<file path="config.mk">
export PLATFORM = sky130hd
export DESIGN_NAME = peripheral_crc_7_check
export DESIGN_NICKNAME = d
export VERILOG_FILES = /design/src/rtl/crc_7_pkg.sv /design/src/rtl/crc_7_serial_core.sv /design/src/rtl/peripheral_crc_7_check.sv
export SDC_FILE = /design/constraint.sdc
export NUM_CORES = 1
export LEC_CHECK = 0
export CAP_MARGIN = 20
export CORE_UTILIZATION = 57
export CTS_CLUSTER_DIAMETER = 200
export DETAILED_ROUTE_END_ITERATION = 16
export GPL_ROUTABILITY_DRIVEN = 0
export HOLD_SLACK_MARGIN = 0.03
export PLACE_DENSITY = 0.8
export SLEW_MARGIN = 0
export SYNTH_ARGS = -nofsm -noshare
export SYNTH_HDL_FRONTEND = slang
export SYNTH_SLANG_ARGS = --single-unit
export TNS_END_PERCENT = 50
</file>
<file path="constraint.sdc">
create_clock -name clk -period 2.6 [get_ports clk]
set_input_delay 0.26 -clock clk [delete_from_list [all_inputs] [get_ports clk]]
set_output_delay 0.26 -clock clk [all_outputs]
set_load 0.005 [all_outputs]
</file>
<file path="src/rtl/crc_7_pkg.sv">
// Shared definitions for the SD CRC7 peripherals: register map, status bit
// positions, the CRC7 polynomial, frame length and FSM state encoding.
package crc_7_pkg;

   // SD command/response frame length in bits
   localparam int FRAME_BITS = 48;

   // CRC7 polynomial x^7 + x^3 + 1 (the x^7 term is implicit)
   localparam logic [6:0] CRC7_POLY = 7'h09;

   // Register map
   localparam logic [3:0] ADDR_FRAME_HI  = 4'h0;  // frame[47:32]
   localparam logic [3:0] ADDR_FRAME_MID = 4'h2;  // frame[31:16]
   localparam logic [3:0] ADDR_FRAME_LO  = 4'h4;  // frame[15:0]
   localparam logic [3:0] ADDR_CTRL      = 4'h6;  // bit0 = start (write only)
   localparam logic [3:0] ADDR_STATUS    = 4'h8;  // read only
   localparam logic [3:0] ADDR_CRC       = 4'hA;  // computed CRC in bits[6:0]

   // Status bit positions
   localparam int STAT_DONE   = 0;
   localparam int STAT_CRC_OK = 1;
   localparam int STAT_END_OK = 2;
   localparam int STAT_BUSY   = 3;

   // Checker FSM
   typedef enum logic [1:0] {
      ST_IDLE    = 2'd0,
      ST_SHIFT   = 2'd1,
      ST_COMPARE = 2'd2,
      ST_DONE    = 2'd3
   } crc_state_e;

endpackage : crc_7_pkg

</file>
<file path="src/rtl/crc_7_serial_core.sv">
// Bit-serial CRC7 engine (x^7 + x^3 + 1), one message bit per enabled cycle,
// MSB first. A clear takes priority over a bit update in the same cycle.
module crc_7_serial_core
   import crc_7_pkg::*;
(
   input  logic       clk,
   input  logic       rst_n,
   input  logic       clr_i,
   input  logic       en_i,
   input  logic       bit_i,
   output logic [6:0] crc_o
);

   logic [6:0] crc_q;
   logic [6:0] crc_d;
   logic       fb;

   // Next CRC value for the incoming bit
   always_comb begin
      fb    = crc_q[6] ^ bit_i;
      crc_d = {crc_q[5:0], 1'b0} ^ (fb ? CRC7_POLY : 7'h00);
   end

   // CRC register: clear, shift in one bit, or hold
   always_ff @(posedge clk or negedge rst_n) begin
      if (!rst_n) begin
         crc_q <= 7'h00;
      end else if (clr_i) begin
         crc_q <= 7'h00;
      end else if (en_i) begin
         crc_q <= crc_d;
      end
   end

   assign crc_o = crc_q;

endmodule : crc_7_serial_core

</file>
<file path="src/rtl/peripheral_crc_7_check.sv">
// Bus-mapped SD CRC7 checker. Software loads a 48-bit frame as three 16-bit
// words, writes start, and after 41 clocks reads done/crc_ok/end_ok.
// Frame bits 47..8 are fed through the CRC engine, then the result is
// compared with frame[7:1] and the end bit frame[0] is checked.
// Optional build macro: CRC7_CHECK_CLR_ON_READ_EN -- a status read in DONE
// clears done/crc_ok/end_ok on the same edge it returns them.
module peripheral_crc_7_check
   import crc_7_pkg::*;
#(
   parameter int FRAME_BITS = crc_7_pkg::FRAME_BITS
) (
   input  logic        clk,
   input  logic        rst,
   input  logic [15:0] d_in,
   input  logic        cs,
   input  logic [3:0]  addr,
   input  logic        rd,
   input  logic        wr,
   output logic [15:0] d_out
);

   crc_state_e            state_q;
   logic [5:0]            bit_cnt_q;
   logic                  done_q;
   logic                  crc_ok_q;
   logic                  end_ok_q;
   logic [15:0]           frame_hi_q;
   logic [15:0]           frame_mid_q;
   logic [15:0]           frame_lo_q;
   logic [15:0]           d_out_q;
   logic [15:0]           d_out_d;
   logic [15:0]           status;
   logic [FRAME_BITS-1:0] frame;
   logic [6:0]            crc;
   logic                  busy;
   logic                  wr_en;
   logic                  rd_en;
   logic                  start_wr;
   logic                  crc_clr;
   logic                  crc_en;

   assign frame    = {frame_hi_q, frame_mid_q, frame_lo_q};
   assign busy     = (state_q == ST_SHIFT) || (state_q == ST_COMPARE);
   assign wr_en    = cs && wr;
   assign rd_en    = cs && rd;
   assign start_wr = wr_en && (addr == ADDR_CTRL) && d_in[0];
   assign crc_clr  = start_wr && !busy;
   assign crc_en   = (state_q == ST_SHIFT);

   crc_7_serial_core u_core (
      .clk   (clk),
      .rst_n (rst),
      .clr_i (crc_clr),
      .en_i  (crc_en),
      .bit_i (frame[bit_cnt_q]),
      .crc_o (crc)
   );

   // Frame words: writable only while no check is in progress
   always_ff @(posedge clk or negedge rst) begin
      if (!rst) begin
         frame_hi_q  <= 16'h0000;
         frame_mid_q <= 16'h0000;
         frame_lo_q  <= 16'h0000;
      end else if (wr_en && !busy) begin
         if (addr == ADDR_FRAME_HI)  frame_hi_q  <= d_in;
         if (addr == ADDR_FRAME_MID) frame_mid_q <= d_in;
         if (addr == ADDR_FRAME_LO)  frame_lo_q  <= d_in;
      end
   end

   // Checker FSM with registered result flags
   always_ff @(posedge clk or negedge rst) begin
      if (!rst) begin
         state_q   <= ST_IDLE;
         bit_cnt_q <= 6'd0;
         done_q    <= 1'b0;
         crc_ok_q  <= 1'b0;
         end_ok_q  <= 1'b0;
      end else begin
         case (state_q)
            ST_IDLE: begin
               if (start_wr) begin
                  done_q    <= 1'b0;
                  crc_ok_q  <= 1'b0;
                  end_ok_q  <= 1'b0;
                  bit_cnt_q <= 6'(FRAME_BITS - 1);
                  state_q   <= ST_SHIFT;
               end
            end
            ST_SHIFT: begin
               // Bits 47 down to 8 go through the engine; 7..0 are CRC and end bit
               if (bit_cnt_q == 6'd8) begin
                  state_q <= ST_COMPARE;
               end else begin
                  bit_cnt_q <= bit_cnt_q - 6'd1;
               end
            end
            ST_COMPARE: begin
               crc_ok_q <= (crc == frame[7:1]);
               end_ok_q <= frame[0];
               done_q   <= 1'b1;
               state_q  <= ST_DONE;
            end
            ST_DONE: begin
               if (start_wr) begin
                  done_q    <= 1'b0;
                  crc_ok_q  <= 1'b0;
                  end_ok_q  <= 1'b0;
                  bit_cnt_q <= 6'(FRAME_BITS - 1);
                  state_q   <= ST_SHIFT;
               end
`ifdef CRC7_CHECK_CLR_ON_READ_EN
               else if (rd_en && (addr == ADDR_STATUS)) begin
                  done_q   <= 1'b0;
                  crc_ok_q <= 1'b0;
                  end_ok_q <= 1'b0;
               end
`endif
            end
            default: state_q <= ST_IDLE;
         endcase
      end
   end

   // Status word assembly
   always_comb begin
      status              = 16'h0000;
      status[STAT_DONE]   = done_q;
      status[STAT_CRC_OK] = crc_ok_q;
      status[STAT_END_OK] = end_ok_q;
      status[STAT_BUSY]   = busy;
   end

   // Read mux; sources are pre-edge register values, so a same-cycle write
   // is not visible to the read
   always_comb begin
      d_out_d = 16'h0000;
      if (rd_en) begin
         case (addr)
            ADDR_FRAME_HI:  d_out_d = frame_hi_q;
            ADDR_FRAME_MID: d_out_d = frame_mid_q;
            ADDR_FRAME_LO:  d_out_d = frame_lo_q;
            ADDR_STATUS:    d_out_d = status;
            ADDR_CRC:       d_out_d = {9'h000, crc};
            default:        d_out_d = 16'h0000;
         endcase
      end
   end

   // Registered read data, zero when no read is strobed
   always_ff @(posedge clk or negedge rst) begin
      if (!rst) begin
         d_out_q <= 16'h0000;
      end else begin
         d_out_q <= d_out_d;
      end
   end

   assign d_out = d_out_q;

endmodule : peripheral_crc_7_check

</file>
# Word-level counts from Yosys, hierarchy flattened
# Index checks and enable logic that the tools add are counted.
# totals
ff_bits,82
inputBits,25
wordCells,64
# op_classes
n_reduce_logical,20
n_addsub,1
bitwise_logic,2
n_eq_ne,13
order_cmp,1
muxes,17
# op_table
operator,n
$pmux W16 S5,1
$mux W16,1
$mux W7,2
$mux W6,2
$pmux W6 S2,1
$reduce_and A2 Y1,5
$eq A4 B3 Y1 const B,2
$eq A4 B4 Y1 const B,2
$eq A7 B7 Y1,1
$lt A6 B7 Y1 const B,1
$xor A7 B7 Y7,1
$bmux W1 S6,1
$eq A6 B4 Y1 const B,1
$logic_and A1 B1 Y1,6
$pmux W1 S2,3
$pmux W2 S3,1
$reduce_bool A2 Y1,3
$sub A6 B1 Y6 const B,1
$eq A2 B2 Y1 const B,2
$eq A4 B2 Y1 const B,1
$logic_not A4 Y1,1
$mux W2,2
$mux W4,1
$ne A2 B1 Y1 const B,2
other kinds (9),10

# Longest topological paths before layout
# depth
ltp_word,7
ltp_mapped,9
ltp_nobuf,8

# Hierarchy
# From an unflattened synthesis, not the netlist that was laid out.
# hier_totals
cells_unflattened,344
area_unflattened_um2,4112.7
# modules_own_cells
mod,seq_area_each_um2,n_inst,cells_per_inst,area_per_inst_um2
peripheral_crc_7_check,1876.8,1,316,3792.4
crc_7_serial_core,175.2,1,28,320.3

# Worst setup path after synthesis
# OpenSTA, ideal clock, no wires.
# synth_timing
path_kind,reg2reg
start,reg bit_cnt_q[0]
end,"reg u_core.crc_q[3], in the netlist u_core.crc_o[3]"
t_required_ns,2.457
arrival_time_ns,1.902
synth_period_minus_slack_ns,2.045
path_slack_ns,0.555
setup_time_ns,0.143
path_stages_with_launch,8
cell_sequence,dfrtp_1 > buf_6 > mux4_1 > mux4_2 > nand2_1 > o311ai_2 > xnor3_1 > a21oi_1
# synth_via
elab_chain_cells,7
# synth_lines
element,line,source
from (decl),peripheral_crc_7_check.sv:23,logic [5:0] bit_cnt_q;
from (signal assigned),peripheral_crc_7_check.sv:87,bit_cnt_q <= 6'(FRAME_BITS - 1);
from (signal assigned),peripheral_crc_7_check.sv:96,bit_cnt_q <= bit_cnt_q - 6'd1;
from (signal assigned),peripheral_crc_7_check.sv:110,bit_cnt_q <= 6'(FRAME_BITS - 1);
$bmux W1 S6,peripheral_crc_7_check.sv:55,".bit_i (frame[bit_cnt_q]),"
$mux W1 (implied by the code),peripheral_crc_7_check.sv:55,
$xor A1 B1 Y1,crc_7_serial_core.sv:20,fb = crc_q[6] ^ bit_i;
$mux W4,crc_7_serial_core.sv:21,"crc_d = {crc_q[5:0], 1'b0} ^ (fb ? CRC7_POLY : 7'h00);"
$xor A7 B7 Y7,crc_7_serial_core.sv:21,
$mux W7,crc_7_serial_core.sv:30,end else if (en_i) begin
$mux W7,crc_7_serial_core.sv:28,end else if (clr_i) begin
to (signal assigned),crc_7_serial_core.sv:31,crc_q <= crc_d;
to (decl),crc_7_serial_core.sv:14,logic [6:0] crc_q;
# No other way between the ends. The select of a mux whose other input is x is not followed.
# A chain may end at the register's enable or synchronous reset.

# Worst setup path in the final report
# layout_timing
start,reg bit_cnt_q[2]
end,"reg u_core.crc_q[0], in the netlist u_core.crc_o[0]"
# The elaborated chain is that of the path after synthesis.

==> summary.md <==
| Metric | Value |
|---|---|
| Starting Density | `0.591` |
| Main synth FF type | `dfrtp_1` |
| Die width | `85.9 um` |
| CP cell instances | `mux4_2 -> mux2_2 -> o221ai_1 -> o311ai_2 -> xnor2_1 -> o31ai_1` |
| ANT nets after route | `0` |
| I/O Pins | `41` |
| Die Span Y | `85.9 um` |
| Setup Fix Bufs, Post-CTS | `0` |
| Overflow after GRT | `0` |
| CP startpoint kind | `flop` |
| Critical path origin | `bit_cnt_q[2]` |
| Max Buffers Root-to-Sink | `2` |
| Required @ worst endpoint | `2.86 ns` |
| Status | `complete, no violations` |
| Critical path type | `reg2reg` |
| Number of gates resized after cts | `0` |
| Largest area contributor in the netlist | `dfrtp_1` |
| CP max stage cell | `dfrtp_1` |
| Max-slew violation count | `0` |
| Worst path bufs/invs | `0` |
| Hold_ws | `0.263 ns` |
| Clk_lat worst skew | `0.36 ns` |
| Post-route setup TNS | `0 ns` |
| Post-synth top area share | `0.511` |
| Final Setup Violations | `0` |
| Max_cap viols | `0` |
| WL/cell | `19.8 um` |
| Clock skew | `0.00658 ns` |
| Delay-heaviest family, CP | `flip-flops` |
| Synth Area per Inst | `12.2 um2` |
| WP data arrival | `2.62 ns` |
| Detailed placer's ending HPWL | `6.42 mm` |
| Synth cell count leaders | `dfrtp_1 (82), mux2_2 (49), nor2_1 (42), o21ai_0 (16), a222oi_1 (13)` |
| Initial DRC count | `316` |
| P&R area growth vs syn | `21.7%` |
| Yosys Warn Count | `0` |
| Inst Count DP | `459` |
| TritonCTS sink count | `82` |
| Class of the worst hold path | `in2async` |
| Via count | `2,965` |
| CP Capture Type | `flop` |
| # hold bufs at CTS | `0` |
| Final Cycle Share | `0.905` |
| Core area | `6790 um2` |
| Cells on worst reg2reg path | `6` |
| CTS clock-pin slew for the worst setup and hold paths | `0.08 ns` |
| Initial antenna violation count | `0` |
| CTS root buf | `clkbuf_8` |
| Fin crit period | `2.35 ns` |
| Count leader, synth | `dfrtp_1` |
| Reg2reg end | `u_core.crc_o[0]` |
| Reg2Reg Setup Slack | `0.25 ns` |
| Die area | `7390 um2` |
| Critical path peak fanout | `17` |
| Post-synthesis async set-or-reset flop share | `1.00` |
| Fin nets | `403` |
| Largest net degree at the start of global routing | `83` |
| P_leak | `2.15 nW` |
| First-pass GRT wire length | `15.3 mm` |
| Count of cell types in the netlist | `45` |
| Fin. Hold Viols | `0` |
| Gr usage total | `0.280` |
| Cell Count, Final, Fillers Out | `477` |
| DRC viols | `0` |
| Routed WL | `9.45 mm` |
| Relative slew slack | `0.496` |
| FF+latch count, synth | `82` |
| # fillers | `432` |
| Tightest Pin Transition | `0.753 ns` |
| IO Port Bufs | `40` |
| Pre-antenna DRT Iters | `6` |
| Pwr Density | `830 nW/um2` |
| Number of global-route vias before repair | `2,869` |
| Synthesized area | `4020 um2` |
| Num CTS Buffers | `9` |
| EDFF count, synth | `0` |
| Core Rows | `30` |
| Layout cells sized above 1 | `0.257` |
| Reg2Reg Launch Point | `bit_cnt_q[2]` |
| Capture point of the worst path | `u_core.crc_o[0]` |
| H-tree levels | `3` |
| Syn Inst Count | `328` |
| Total power | `4.05 mW` |
| TritonCTS clock tree | `done` |
| Critical path depth in cells | `6` |
| Unrepaired setup endpoints after global routing | `false` |
| Max VDD drop | `0.476 mV` |
| Syn Nets | `355` |
| CP peak stage delay | `0.76 ns` |
| FMAX | `425 MHz` |
| Post-synthesis sequential area ratio | `0.511` |
| Antenna diodes | `0` |
| Largest cells by area after synthesis | `dfrtp_1 (51%), mux2_2 (14%), mux4_2 (4.5%)` |
| Via-to-Cell Ratio | `6.22` |
## cell usage in the layout (no fill, tap or decap), types with 7 or more instances in the layout
cell,count
xnor2_1,8
buf_4,16
dfrtp_1,82
nor2_1,42
a222oi_1,13
mux2_2,49
inv_1,7
mux4_2,8
clkbuf_8,9
clkdlybuf4s50_1,39
mux2i_1,12
o21ai_0,16
nand2_1,9
## where the power goes
group          internal (mW)  switching, mW  leakage [nW]
Combinational          0.604          0.428         0.983
Sequential              1.57          0.327          1.05
Clock                  0.646          0.481         0.120
Total                   2.82           1.24          2.15
## per-layer routing
metal,vias up,track usage,part of all wire
li1,1317,-,-
met1,1507,0.410,0.45
met2,126,0.415,0.48
met3,15,0.0577,0.055
met4,0,0.103,0.018
met5,-,0,0
## metrics by stage
step	util	setup WS, ns	area, um2
6_report	0.719	0.247	4890
3_3_place_gp	0.677	0.289	4600
5_1_grt	0.719	0.0882	4890
3_5_place_dp	0.677	0.253	4600
2_1_floorplan	-	0.555	4020
4_1_cts	0.714	0.263	4850
## worst min-delay path by stage
stage / from / endpoint / slack (ns) / cells past startpoint
global placement: crc_ok_q / crc_ok_q / 0.47 / 2
CTS: rst / u_core.crc_o[2] / 0.11 / 1
detailed placement: crc_ok_q / crc_ok_q / 0.49 / 2
floorplan: rst / bit_cnt_q[0] / -0.04 / 0
global route: rst / u_core.crc_o[0] / 0.26 / 2
finish: rst / u_core.crc_o[1] / 0.26 / 2
## area by class of cell
cell class,instances,area (um2),area share
Sequential cell,82,2050,0.420
Multi-Input combinational cell,216,1830,0.375
Timing Repair Buffer,60,608,0.124
Clock buffer,9,124,0.0254
Clock inverter,7,124,0.0254
Tap cell,96,120,0.0246
Inverter,7,26.3,0.00538
## logic make-up after synthesis
kind of cell / Yosys count / synth area share
DFF: 82 / 0.511
adders and majority gates: 2 / 0.00623
muxes: 72 / 0.232
AOI/OAI and AO/OA: 52 / 0.0972
buffers and inverters: 30 / 0.0346
xor gates and xnor gates: 9 / 0.0231
and+or+nand+nor: 81 / 0.0963
## worst register-to-register path, cell delays in order (launching register included)
cell,delay [ns]
dfrtp_1,0.76
mux4_2,0.45
mux2_2,0.29
o221ai_1,0.21
o311ai_2,0.19
xnor2_1,0.17
o31ai_1,0.20
## state kept, by name (all words and copies together), names as in the netlist
signal        count
bit_cnt_q         6
crc_ok_q          1
d_out            16
done_q            1
end_ok_q          1
frame_hi_q       16
frame_lo_q       16
frame_mid_q      16
state_q           2
u_core.crc_o      7
Power figures use the tool's default switching activity.
